### src/rtl/active_list_commit_reader.sv
// In-order retirement reader for the active-list head: decides how many head
// entries retire each cycle and raises one recovery/exception request on a fault.
module active_list_commit_reader #(
  parameter int COMMIT_WIDTH = 2,
  parameter int PREG_NUM_BIT = 7,
  parameter int PC_WIDTH     = 32,
  parameter int CNT_WIDTH    = 64,
  localparam int POP_W       = $clog2(COMMIT_WIDTH + 1)
) (
  input  logic                             clk,
  input  logic                             rst,
  input  logic                             stall,
  input  logic [COMMIT_WIDTH-1:0]          headValid,
  input  logic [COMMIT_WIDTH-1:0]          headExecuted,
  input  logic [COMMIT_WIDTH-1:0]          headException,
  input  logic [COMMIT_WIDTH-1:0]          headMispred,
  input  logic [COMMIT_WIDTH-1:0]          headIsStore,
  input  logic [COMMIT_WIDTH-1:0]          headWriteReg,
  input  logic [COMMIT_WIDTH*PREG_NUM_BIT-1:0] headPrevDstReg,
  input  logic [COMMIT_WIDTH*PC_WIDTH-1:0] headPc,
  input  logic                             recoveryDone,
  output logic [POP_W-1:0]                 popCount,
  output logic [COMMIT_WIDTH-1:0]          releaseValid,
  output logic [COMMIT_WIDTH*PREG_NUM_BIT-1:0] releaseReg,
  output logic [COMMIT_WIDTH-1:0]          storeCommit,
  output logic                             recoveryReq,
  output logic                             exceptionReq,
  output logic [PC_WIDTH-1:0]              recoveryPc,
  output logic [CNT_WIDTH-1:0]             retiredCount,
  output logic                             busy,
  output logic [0:0]                       state_dbg
);

  localparam logic [0:0] NORMAL  = 1'b0;
  localparam logic [0:0] RECOVER = 1'b1;

  logic [0:0]          state;
  logic [0:0]          state_nxt;
  logic                go;
  logic                ev_mispred;
  logic                ev_exception;
  logic [PC_WIDTH-1:0] ev_pc;

  // Handshake: there is no ready. popCount and the per-lane strobes are valid in
  // the same cycle as the head inputs; the active list and free list act on them
  // at the next clock edge unconditionally.
  always_comb begin
    popCount     = '0;
    releaseValid = '0;
    releaseReg   = '0;
    storeCommit  = '0;
    ev_mispred   = 1'b0;
    ev_exception = 1'b0;
    ev_pc        = '0;
    go           = rst && (state == NORMAL) && !stall;
    for (int i = 0; i < COMMIT_WIDTH; i++) begin
      if (go) begin
        if (headValid[i] && headExecuted[i]) begin
          if (headException[i]) begin
            ev_exception = 1'b1;
            ev_pc        = headPc[i*PC_WIDTH +: PC_WIDTH];
            go           = 1'b0;
          end else begin
            popCount        = POP_W'(i + 1);
            releaseValid[i] = headWriteReg[i];
            releaseReg[i*PREG_NUM_BIT +: PREG_NUM_BIT] =
              headPrevDstReg[i*PREG_NUM_BIT +: PREG_NUM_BIT];
            storeCommit[i]  = headIsStore[i];
            // A mispredicted branch retires itself but blocks all younger lanes.
            if (headMispred[i]) begin
              ev_mispred = 1'b1;
              ev_pc      = headPc[i*PC_WIDTH +: PC_WIDTH];
              go         = 1'b0;
            end
          end
        end else begin
          go = 1'b0;
        end
      end
    end
  end

  always_comb begin
    state_nxt = state;
    case (state)
      NORMAL:  if (ev_mispred || ev_exception) state_nxt = RECOVER;
      RECOVER: if (recoveryDone)               state_nxt = NORMAL;
      default: state_nxt = NORMAL;
    endcase
  end

  always_ff @(posedge clk or negedge rst) begin
    if (!rst) begin
      state        <= NORMAL;
      recoveryReq  <= 1'b0;
      exceptionReq <= 1'b0;
      recoveryPc   <= '0;
      retiredCount <= '0;
    end else begin
      state        <= state_nxt;
      recoveryReq  <= ev_mispred;
      exceptionReq <= ev_exception;
      if (ev_mispred || ev_exception) recoveryPc <= ev_pc;
      retiredCount <= retiredCount + {{(CNT_WIDTH-POP_W){1'b0}}, popCount};
    end
  end

  assign busy      = (state == RECOVER);
  assign state_dbg = state;

endmodule

### config.mk
export PLATFORM = sky130hd
export DESIGN_NAME = active_list_commit_reader
export DESIGN_NICKNAME = d
export VERILOG_FILES = /design/src/rtl/active_list_commit_reader.sv
export SDC_FILE = /design/constraint.sdc
export NUM_CORES = 1
export LEC_CHECK = 0
export BUFFER_PORTS_ARGS = -buffer_cell sky130_fd_sc_hd__buf_4
export CAP_MARGIN = 40
export CORE_MARGIN = 5
export CORE_UTILIZATION = 47
export CTS_CLUSTER_DIAMETER = 200
export DETAILED_ROUTE_END_ITERATION = 10
export PLACE_DENSITY = 0.84
export SLEW_MARGIN = 20
export SYNTH_ARGS = -nofsm -noshare
export SYNTH_HDL_FRONTEND = slang
export SYNTH_SLANG_ARGS = --single-unit
### constraint.sdc
create_clock -name clk -period 3.53 [get_ports clk]
set_input_delay 0.706 -clock clk [delete_from_list [all_inputs] [get_ports clk]]
set_output_delay 0.706 -clock clk [all_outputs]
set_load 0.02 [all_outputs]
==> key figures, run 1 <==
Status
  • Status: finished, final reports clean

Yosys
  • Yosys warns: 0
  • Cell area after synthesis: between 4000 and 5000 um2
  • Post-synth cell types: 35
  • Yosys reg bits: slightly below 100
  • EDFF count, synth: 0
  • Sequential share of the synthesized area: a little over half
  • Asr flop ratio synth: 100%
  • Syn_nets: 530
  • Synth Area in Compound Gates: 7.65%
  • Adder-Cell Fraction of Synth Area: 0.966%
  • Top cell type by total area after synthesis: dfrtp_1
  • Main flop type after synthesis: dfrtp_1
  • Post-synthesis area per instance: about 11 um2
  • Synth area leaders: dfrtp_1 (53%), xor2_1 (7.3%), a222oi_1 (6.9%)
  • Mux contribution to synthesized area: 0%
  • XOR/XNOR Fraction of Synth Area: between 10% and 20%
  • Gate Count Post-Synth: around 430
  • Simple-gate share of the synthesized area: ~22%
  • Largest family of logic cells by synthesized area: simple AND/OR/NAND/NOR gates
  • Synth top area share: 53.1%

Cells and area
  • Commonest non-fill, non-tap cell in the layout: buf_4
  • Commonest cells after routing, fill and taps aside: buf_4 (225), dfrtp_1 (99), inv_1 (46)
  • Layout fillers: 742
  • Layout cell share with drive strength beyond 1: between 30% and 40%
  • Final Instance Area: between 6000 and 7000 um2
  • Area grow syn2layout: 44.5%
  • Antenna cells: 0
  • Final nets: 754

Power and ir drop
  • Leak Pwr: roughly 3.7 nW
  • Power Density: slightly above 400 nW/um2
  • VDD IR max: ~0.28 mV

Timing
  • Fin. Hold Viols: 0
  • Max-slew headroom: 49.4%
  • Pins over their slew limit: 0
  • Fin crit share: between 80% and 90%
  • Hold WS: approximately 0.46 ns
  • Clock skew: slightly below 0.02 ns
  • Setup TNS: 0 ns
  • Unrepaired setup endpoints after global routing: no
  • Min cycle time layout: just over 3 ns
  • Worst-Margin Slew: 0.757 ns
  • Final setup fails: 0
  • Max Freq: around 330 MHz

GRT
  • Largest net degree at the start of global routing: 53
  • Number of global-route vias before repair: approximately 4500
  • Antenna violations before repair: 0
  • Remaining Overflow, GRT: 0
  • GRT Util Overall: approximately a quarter
  • First-pass GRT wire length: 23.3 mm

CTS
  • CTS clk-pin slew, worst paths: around 0.10 ns
  • # Post-CTS Setup Buffers: 0
  • Clock latency on the worst-skew pair: ~0.37 ns
  • Max H-tree Level: 3
  • Inserted Clock Buffers: 9
  • Cts hold-fix bufs: 0
  • Resized cells post-CTS: 0
  • CTS root buf: clkbuf_8
  • Sink Count: 99
  • CTS tree: done
  • Clock buffer depth: 2

Route
  • Detail Route Antenna Nets: 0
  • Drt via density: between 5 and 6
  • Routed WL: between 10 and 15 mm
  • DRC errors left: 0
  • 1st-pass router iterations: 6
  • DR iter-0 viols: around 260
  • WL/cell: 18.7 um
  • Via count: about 4400

Placement
  • Dpl cell area: around 6500 um2
  • Hpwl dp: 11.5 mm
  • Number of port buffers: roughly 210
  • Placer Congestion: 0.871

Critical path
  • WP data required: between 3 and 4 ns
  • Kind of critical path: input port to flip-flop
  • Crit. End Element: flip-flop
  • Critical Path AT: ~3.4 ns
  • Crit path launch type: input port
  • Peak fanout along the critical path: 9

Floorplanning
  • Full die area: between 10000 and 15000 um2
  • Placement Rows: 36
  • IO Pins: 214
  • Initial core utilization: 47.9%
  • Die width: approximately 110 um
  • Core ar.: 9730 um2
  • DIE HEIGHT: 110 um

Worst hold path
  • Hold WC Path Type: input port to async pin

Run
  • Max_cap viols: 0
==> synth_stat cells, types with 2 or more instances <==
| cell | number |
|---|---|
| nor4_4 | 2 |
| inv_1 | 46 |
| nor2b_1 | 2 |
| clkbuf_1 | 10 |
| and2_1 | 20 |
| nor4_1 | 9 |
| nand2_1 | 26 |
| nand4_1 | 13 |
| a222oi_1 | 32 |
| and4_1 | 3 |
| xor2_1 | 39 |
| nor3_2 | 2 |
| nand3_2 | 2 |
| dfrtp_1 | 99 |
| nor4_2 | 3 |
| nor2_1 | 30 |
| nand4_2 | 2 |
| o21ai_0 | 2 |
| xnor2_1 | 23 |
| nor3_1 | 14 |
| ha_1 | 2 |
| nand3_1 | 26 |
| a21oi_1 | 2 |
| and3_1 | 13 |
==> layer usage <==
layer	share of wire, %	GRT usage (%)	vias up
met5	0	0	-
met4	2.4	8.73	0
met3	9.0	8.46	30
met2	50	42.4	185
met1	38	30.8	2166
li1	-	-	1983
==> cells by family (layout without fill, tap and decap cells) <==
| group | after synthesis | after routing |
|---|---|---|
| DFF | 99 | 99 |
| xor gates and xnor gates | 62 | 62 |
| and+or+nand+nor | 173 | 173 |
| adders and majority gates | 3 | 3 |
| buffers and inverters | 58 | 287 |
| AOI/OAI and AO/OA | 38 | 38 |
==> worst max-delay path, cell delays in order <==
cell and delay, ns:
buf_4 0.09, nor2b_1 0.12, nand4_1 0.23, nor3b_2 0.42, inv_1 0.12, fa_1 0.45, nand4b_4 0.19, nor3_2 0.26
nand4_2 0.30, nor3_1 0.29, xor2_1 0.19
==> final timing paths <==
check                                  from  depth (start not counted)               end  slack (ns)
max reg2reg                            busy                         10  retiredCount[40]        0.48
min in group clk           retiredCount[63]                          1  retiredCount[63]        0.49
min                                     rst                          2    recoveryPc[27]        0.46
min reg2reg                retiredCount[63]                          1  retiredCount[63]        0.49
max                            headValid[0]                         11  retiredCount[40]        0.47
max in group asynchronous               rst                          3  retiredCount[39]        1.97
==> registers in the layout, indices dropped and copies added, names as in the netlist <==
| name | flops |
|---|---|
| recoveryReq | 1 |
| exceptionReq | 1 |
| recoveryPc | 32 |
| busy | 1 |
| retiredCount | 64 |
==> power by group <==
part	internal (mW)	switching, mW	leakage [nW]	total (mW)
Sequential	1.24	0.0814	1.30	1.32
Combinational	0.293	0.316	2.24	0.608
Clock	0.426	0.407	0.119	0.834
Total	1.96	0.804	3.66	2.76
==> metrics by stage <==
step	power, mW	utilization, %	cells	worst slack [ns]
detailed placement	1.95	66.9	779	0.0485
global route	2.89	69.2	795	0.188
global placement	1.94	66.8	779	0.113
finish	2.76	69.2	795	0.469
CTS	2.78	69.2	795	0.437
floorplan	1.60	-	433	0.0219
==> layout make-up <==
type	instances	area (um2)	area share (%)
Sequential cell	99	2480	36.8
Clock inverter	6	93.8	1.39
Inverter	46	173	2.56
Multi-Input combinational cell	276	2000	29.7
Timing Repair Buffer	225	1690	25.1
Tap cell	133	166	2.47
Clock buffer	10	138	2.04
(Power assumes the default switching activity.)
==> run 2: changes to the inputs <==
--- a/config.mk
+++ b/config.mk
@@ -9,8 +9,8 @@
 export CAP_MARGIN = 40
 export CORE_MARGIN = 5
-export CORE_UTILIZATION = 47
+export CORE_UTILIZATION = 45
 export CTS_CLUSTER_DIAMETER = 200
 export DETAILED_ROUTE_END_ITERATION = 10
-export PLACE_DENSITY = 0.84
+export PLACE_DENSITY = 0.81
 export SLEW_MARGIN = 20
 export SYNTH_ARGS = -nofsm -noshare
==> constraint.sdc (replaced) <==
create_clock -name clk -period 3.53 [get_ports clk]
set_input_delay 0.353 -clock clk [delete_from_list [all_inputs] [get_ports clk]]
set_output_delay 0.353 -clock clk [all_outputs]
set_load 0.02 [all_outputs]
==> run 2 against run 1 <==
  * Final cell count is 0.13% lower
  * Global-route usage down 2.3 points
  * Via count is 0.18% lower
  * Register-to-register slack worse by 0.16 ns
  * Hold slack lost 0.39 ns
  * Count of clock-buffer cells in the layout down 1
  * Total power fell by 2.8%
  * Sequential power about the same
  * Worst setup slack got worse by 0.15 ns
  * Fmax shrank 4.8%
  * Largest cell class unchanged
  * Largest power group unchanged
==> key figures, run 2 (synthesis results as in run 1) <==
Status
  • Status: finished, final reports clean (unchanged)

Power and ir drop
  • Int Power: 1.87 mW (was 1.96 mW)
  • Power Density: 402 nW/um2 (was 410 nW/um2)
  • Share of power burned in registers: 49.3% (was 47.8%)
  • VDD IR max: 0.220 mV (was 0.281 mV)
  • Comb power frac: 22.4% (was 22.0%)
  • Switching power: 814 uW (was 804 uW)
  • Leak Pwr: 3.63 nW (was 3.66 nW)
  • Switching Share: 30.3% (was 29.1%)
  • Clk pwr share: 28.3% (was 30.2%)

CTS
  • CTS clk-pin slew, worst paths: 0.10 ns (about the same)
  • Inserted Clock Buffers: 9 (unchanged)
  • Clock latency on the worst-skew pair: 0.37 ns (about the same)
  • Sink Count: 99 (unchanged)
  • CTS root buf: clkbuf_8 (unchanged)
  • Clock buffer depth: 2 (unchanged)
  • CTS tree: done (unchanged)
  • Max H-tree Level: 3 (unchanged)

Placement
  • Hpwl dp: 11.6 mm (was 11.5 mm)
  • Number of port buffers: 213 (unchanged)
  • Post-Place Worst Slack: 0.0562 ns (was 0.0485 ns)
  • Placer Congestion: 0.873 (was 0.871)

Route
  • DRC errors left: 0 (unchanged)
  • Detail Route Antenna Nets: 0 (unchanged)
  • Drt via density: 5.49 (about the same)
  • 1st-pass router iterations: 8 (was 6)
  • DR iter-0 viols: 358 (was 261)
  • Via count: 4356 (was 4364)
  • WL/cell: 18.3 um (was 18.7 um)
  • Routed WL: 14.5 mm (was 14.8 mm)

Cells and area
  • Antenna cells: 0 (unchanged)
  • Commonest cells after routing, fill and taps aside: buf_4 (219), dfrtp_1 (99), inv_1 (46) (was buf_4 (225), dfrtp_1 (99), inv_1 (46))
  • Area grow syn2layout: 43.2% (was 44.5%)
  • Top Registers: retiredCount: 64 flops, recoveryPc: 32 flops (unchanged)
  • Max FFs per register: 64 (unchanged)
  • Commonest non-fill, non-tap cell in the layout: buf_4 (unchanged)
  • Top reg by flops: retiredCount (unchanged)
  • Reg area: 2480 um2 (unchanged)
  • Layout cell share with drive strength beyond 1: 38.9% (was 39.4%)
  • Layout fillers: 828 (was 742)
  • Final nets: 750 (was 754)
  • Area of the multi-input gates: 1980 um2 (was 2000 um2)

Timing
  • Max Freq: 311 MHz (was 327 MHz)
  • Fin. Hold Viols: 0 (unchanged)
  • Setup TNS: 0 ns (unchanged)
  • Unrepaired setup endpoints after global routing: no (unchanged)
  • Min cycle time layout: 3.21 ns (was 3.06 ns)
  • Final setup fails: 0 (unchanged)
  • Pins over their slew limit: 0 (unchanged)
  • Fin worst setup slack: 0.316 ns (was 0.469 ns)
  • Fin crit share: 91.1% (was 86.7%)
  • Clock skew: 0.0103 ns (was 0.0193 ns)
  • Max-slew headroom: 50.5% (was 49.4%)
  • Worst-Margin Slew: 0.741 ns (was 0.757 ns)

Floorplanning
  • DIE HEIGHT: 112 um (was 110 um)
  • Initial core utilization: 45.6% (was 47.9%)
  • Core ar.: 10200 um2 (was 9730 um2)
  • Full die area: 12500 um2 (was 12000 um2)
  • IO Pins: 214 (unchanged)
  • Die width: 112 um (was 110 um)
  • Placement Rows: 37 (was 36)

Critical path
  • WP data required: 3.82 ns (about the same)
  • Critical Path Max Stage Delay: 0.42 ns (was 0.45 ns)
  • Critical Path AT: 3.50 ns (was 3.35 ns)
  • Slowest library cell on the worst path: fa_1 (unchanged)
  • Peak fanout along the critical path: 8 (was 9)
  • Crit. End Element: flip-flop (unchanged)
  • CP Cell Sequence: inv_1 > nand4_1 > buf_4 > nor3_2 > ha_1 > inv_1 > fa_1 > nand4b_4 > nor4_4 > nand4_4 > nor3_1 > xor2_1 (was buf_4 > nor2b_1 > nand4_1 > nor3b_2 > inv_1 > fa_1 > nand4b_4 > nor3_2 > nand4_2 > nor3_1 > xor2_1)
  • Most used cell, CP: inv_1
  • Delay-heaviest family, CP: simple AND/OR/NAND/NOR gates (unchanged)
  • Kind of critical path: flip-flop to flip-flop (was input port to flip-flop)
  • Critical path buffers and inverters: 3 (was 2)
  • Crit path launch type: flip-flop (was input port)

GRT
  • GRT Util Overall: 23.0% (was 25.4%)
  • First-pass GRT wire length: 23.3 mm (about the same)
  • Largest net degree at the start of global routing: 59 (was 53)
  • Antenna violations before repair: 0 (unchanged)
  • Remaining Overflow, GRT: 0 (unchanged)
  • Number of global-route vias before repair: 4452 (was 4450)

Run
  • Max_cap viols: 0 (unchanged)

Worst hold path
  • Hold WC Path Type: input port to async pin (unchanged)
-- run 2: cell types whose count changed in the layout (fill, tap and decap cells not counted), sizes merged --
cell / change
buf: -4
inv: +2
bufinv: -1
clkbuf: -1
-- run 2: final cells by class --
| type | instances | area share [%] |
|---|---|---|
| well taps | 136 | 2.55 |
| clock buffers | 9 | 1.85 |
| clock inverters | 7 | 1.22 |
| inverters | 46 | 2.59 |
| repair buffers | 221 | 25.0 |
| flip-flops and latches | 99 | 37.1 |
| multi-input cells | 276 | 29.7 |
-- run 2: power by group through the flow --
stage	logic, mW	registers, mW	clock network (mW)
floorplan	0.138	1.47	0
global placement	0.594	1.34	0
detailed placement	0.609	1.35	0
CTS	0.609	1.32	0.774
global route	0.646	1.34	0.829
finish	0.602	1.33	0.761
-- run 2: worst register-to-register path: stages, from the launching register on --
cell	delay, ns
dfrtp_1	0.41
inv_1	0.07
nand4_1	0.15
buf_4	0.21
nor3_2	0.20
ha_1	0.20
inv_1	0.05
fa_1	0.42
nand4b_4	0.25
nor4_4	0.40
nand4_4	0.26
nor3_1	0.31
xor2_1	0.19
-- run 2: stage by stage --
step	utilization [%]	std cells	power [mW]	hold WS, ns	area [um2]
after floorplan	-	433	1.60	0.0574	4670
after global placement	62.9	776	1.93	0.459	6440
after detailed placement	63.2	778	1.95	0.463	6470
after CTS	65.2	794	2.71	0.0704	6670
after global routing	65.3	794	2.81	0.106	6680
final	65.3	794	2.69	0.0667	6680
-- run 2: what timing repair did --
action                                  in CTS  in global routing
hold buffers                                 0                  0
endpoints found under the setup margin       0                  5
setup buffers                                0                  0
gates resized for setup                      0                  1
-- run 2: worst paths after layout --
kind	slack [ns]	to	cells past startpoint	start
hold / removal	0.07	busy	2	rst
setup reg to reg	0.32	retiredCount[58]	12	busy
min in group clk	0.15	busy	2	recoveryDone
setup / recovery	0.32	retiredCount[58]	12	busy
max in group asynchronous	2.34	retiredCount[38]	3	rst
hold reg to reg	0.47	retiredCount[63]	1	retiredCount[63]
-- run 2: metal layers --
layer / track usage, % / up-vias / share of wire, %
met2: 39.2 / 192 / 52
met1: 28.5 / 2148 / 38
li1: - / 1979 / -
met3: 4.78 / 37 / 7.2
met4: 9.33 / 0 / 3.1
met5: 0 / - / 0
==> run 3: changes to the inputs <==
MAX_ROUTING_LAYER = met4   (was unset)
REMOVE_ABC_BUFFERS = 1   (was unset)
==> run 3 against run 2 <==
  * Final cell count up 0.25%
  * Register-to-register slack better by 0.05 ns
  * Clock power down 15%
  * Clock skew up 0.0024 ns
  * Via count down 1.2%
  * Non-clock buffer count up 3
  * Cell area down 0.15%
  * Die area unchanged
==> key figures, run 3 (synthesis results as in run 1) <==
Critical path
  • WP data required: 3.80 ns (was 3.82 ns)
  • Kind of critical path: flip-flop to flip-flop (unchanged)
  • Critical path buffers and inverters: 4 (was 3)
  • Crit. End Element: flip-flop (unchanged)
  • Critical Path Max Stage Delay: 0.48 ns (was 0.42 ns)
  • Slowest library cell on the worst path: fa_1 (unchanged)
  • Crit path launch type: flip-flop (unchanged)
  • Critical Path AT: 3.43 ns (was 3.50 ns)
  • CP Cell Sequence: inv_1 > nand4_1 > buf_4 > nor3b_2 > buf_4 > inv_1 > fa_1 > nand4b_4 > nor4_4 > nand4_4 > nor2_1 > xor2_1 (was inv_1 > nand4_1 > buf_4 > nor3_2 > ha_1 > inv_1 > fa_1 > nand4b_4 > nor4_4 > nand4_4 > nor3_1 > xor2_1)
  • Peak fanout along the critical path: 13 (was 8)
  • Delay-heaviest family, CP: simple AND/OR/NAND/NOR gates (unchanged)

CTS
  • Sink Count: 99 (unchanged)
  • Inserted Clock Buffers: 9 (unchanged)
  • CTS tree: done (unchanged)
  • CTS root buf: clkbuf_8 (unchanged)
  • Clock buffer depth: 2 (unchanged)
  • Clock latency on the worst-skew pair: 0.35 ns (was 0.37 ns)
  • Max H-tree Level: 3 (unchanged)
  • CTS clk-pin slew, worst paths: 0.09 ns (was 0.10 ns)

Power and ir drop
  • Total power: 2.56 mW (was 2.69 mW)
  • Leak Pwr: 3.63 nW (about the same)
  • Clk pwr share: 25.1% (was 28.3%)
  • Power Density: 384 nW/um2 (was 402 nW/um2)
  • Share of power burned in registers: 51.5% (was 49.3%)
  • Comb power frac: 23.4% (was 22.4%)
  • Switching Share: 29.5% (was 30.3%)
  • Switching power: 756 uW (was 814 uW)
  • VDD IR max: 0.198 mV (was 0.220 mV)
  • Int Power: 1.81 mW (was 1.87 mW)

Floorplanning
  • Die width: 112 um (unchanged)
  • Initial core utilization: 45.6% (unchanged)
  • DIE HEIGHT: 112 um (unchanged)
  • IO Pins: 214 (unchanged)
  • Full die area: 12500 um2 (unchanged)
  • Core ar.: 10200 um2 (unchanged)
  • Placement Rows: 37 (unchanged)

Route
  • DRC errors left: 0 (unchanged)
  • Via count: 4304 (was 4356)
  • Routed WL: 14.2 mm (was 14.5 mm)
  • 1st-pass router iterations: 8 (unchanged)
  • Detail Route Antenna Nets: 0 (unchanged)
  • WL/cell: 17.8 um (was 18.3 um)
  • Drt via density: 5.41 (was 5.49)
  • DR iter-0 viols: 414 (was 358)

Cells and area
  • Layout fillers: 811 (was 828)
  • Final nets: 753 (was 750)
  • Top Registers: retiredCount: 64 flops, recoveryPc: 32 flops (unchanged)
  • Commonest non-fill, non-tap cell in the layout: buf_4 (unchanged)
  • Layout cell share with drive strength beyond 1: 39.1% (was 38.9%)
  • Antenna cells: 0 (unchanged)
  • Commonest cells after routing, fill and taps aside: buf_4 (221), dfrtp_1 (99), inv_1 (46) (was buf_4 (219), dfrtp_1 (99), inv_1 (46))
  • Final Util: 65.2% (was 65.3%)
  • Top reg by flops: retiredCount (unchanged)
  • Area grow syn2layout: 43.0% (was 43.2%)
  • Max FFs per register: 64 (unchanged)

Timing
  • Max-slew headroom: 58.3% (was 50.5%)
  • Final setup fails: 0 (unchanged)
  • Unrepaired setup endpoints after global routing: no (unchanged)
  • Min cycle time layout: 3.16 ns (was 3.21 ns)
  • Max Freq: 316 MHz (was 311 MHz)
  • Fin crit share: 89.5% (was 91.1%)
  • Fin. Hold Viols: 0 (unchanged)
  • Pins over their slew limit: 0 (unchanged)
  • Clock skew: 0.0127 ns (was 0.0103 ns)
  • Worst-Margin Slew: 0.626 ns (was 0.741 ns)

Placement
  • Number of port buffers: 213 (unchanged)
  • Hpwl dp: 11.1 mm (was 11.6 mm)
  • Placer Congestion: 0.946 (was 0.873)

Worst hold path
  • Hold WC Path Type: input port to async pin (unchanged)

Status
  • Status: finished, final reports clean (unchanged)

GRT
  • GRT Util Overall: 22.8% (was 23.0%)
  • Remaining Overflow, GRT: 0 (unchanged)
  • Number of global-route vias before repair: 4326 (was 4452)
  • Antenna violations before repair: 0 (unchanged)
  • Largest net degree at the start of global routing: 52 (was 59)
  • First-pass GRT wire length: 22.6 mm (was 23.3 mm)

Run
  • Max_cap viols: 0 (unchanged)
run 3: changes by cell type in the layout (fill, tap and decap cells not counted), sizes merged:
cell / before / now
inv: 50 / 46
buf: 221 / 224
clkbuf: 9 / 11
bufinv: 1 / 0
clkinv: 2 / 4
run 3: final timing paths:
path	start	endpoint	slack (ns)	depth (start not counted)
setup reg to reg	busy	retiredCount[42]	0.37	12
max in group asynchronous	rst	retiredCount[8]	2.29	3
setup / recovery	busy	retiredCount[42]	0.37	12
hold / removal	rst	retiredCount[58]	0.16	2
hold reg to reg	retiredCount[63]	retiredCount[63]	0.48	1
min in group clk	recoveryDone	busy	0.18	2
run 3: through the flow:
stage	TNS [ns]	hold slack [ns]	std cells	instance area, um2	setup WS, ns
2_1_floorplan	-8.18	0.0574	421	4610	-0.379
3_3_place_gp	0	0.462	775	6420	0.203
3_5_place_dp	0	0.480	778	6460	0.0537
4_1_cts	0	0.167	793	6630	0.154
5_1_grt	0	0.179	796	6670	0.0996
6_report	0	0.161	796	6670	0.369
run 3: routing by layer:
metal	up-vias	global-route usage [%]	share of wire (%)
li1	1983	-	-
met1	2120	28.9	41
met2	177	37.8	51
met3	24	4.13	5.6
met4	0	6.16	2.3
met5	-	-	0
run 3: cell type report:
class | count | area (um2) | area share (%)
clock inverter | 4 | 27.5 | 0.413
timing repair buffer | 224 | 1700 | 25.4
clock buffer | 11 | 141 | 2.12
tap | 136 | 170 | 2.55
inverter | 46 | 173 | 2.59
multi-input combinational | 276 | 1980 | 29.7
sequential | 99 | 2480 | 37.1
run 3: timing repair:
action	CTS	global route
endpoints found under the setup margin	0	14
buffers inserted	0	3
hold endpoints to repair	0	0
gates resized for setup	0	3
hold buffers	0	0
run 3: power by group through the flow:
| stage | combinational [mW] | clock (mW) | sequential [mW] |
|---|---|---|---|
| 2_1_floorplan | 0.136 | 0 | 1.47 |
| 3_3_place_gp | 0.585 | 0 | 1.33 |
| 3_5_place_dp | 0.601 | 0 | 1.34 |
| 4_1_cts | 0.602 | 0.662 | 1.32 |
| 5_1_grt | 0.635 | 0.717 | 1.33 |
| 6_report | 0.599 | 0.644 | 1.32 |
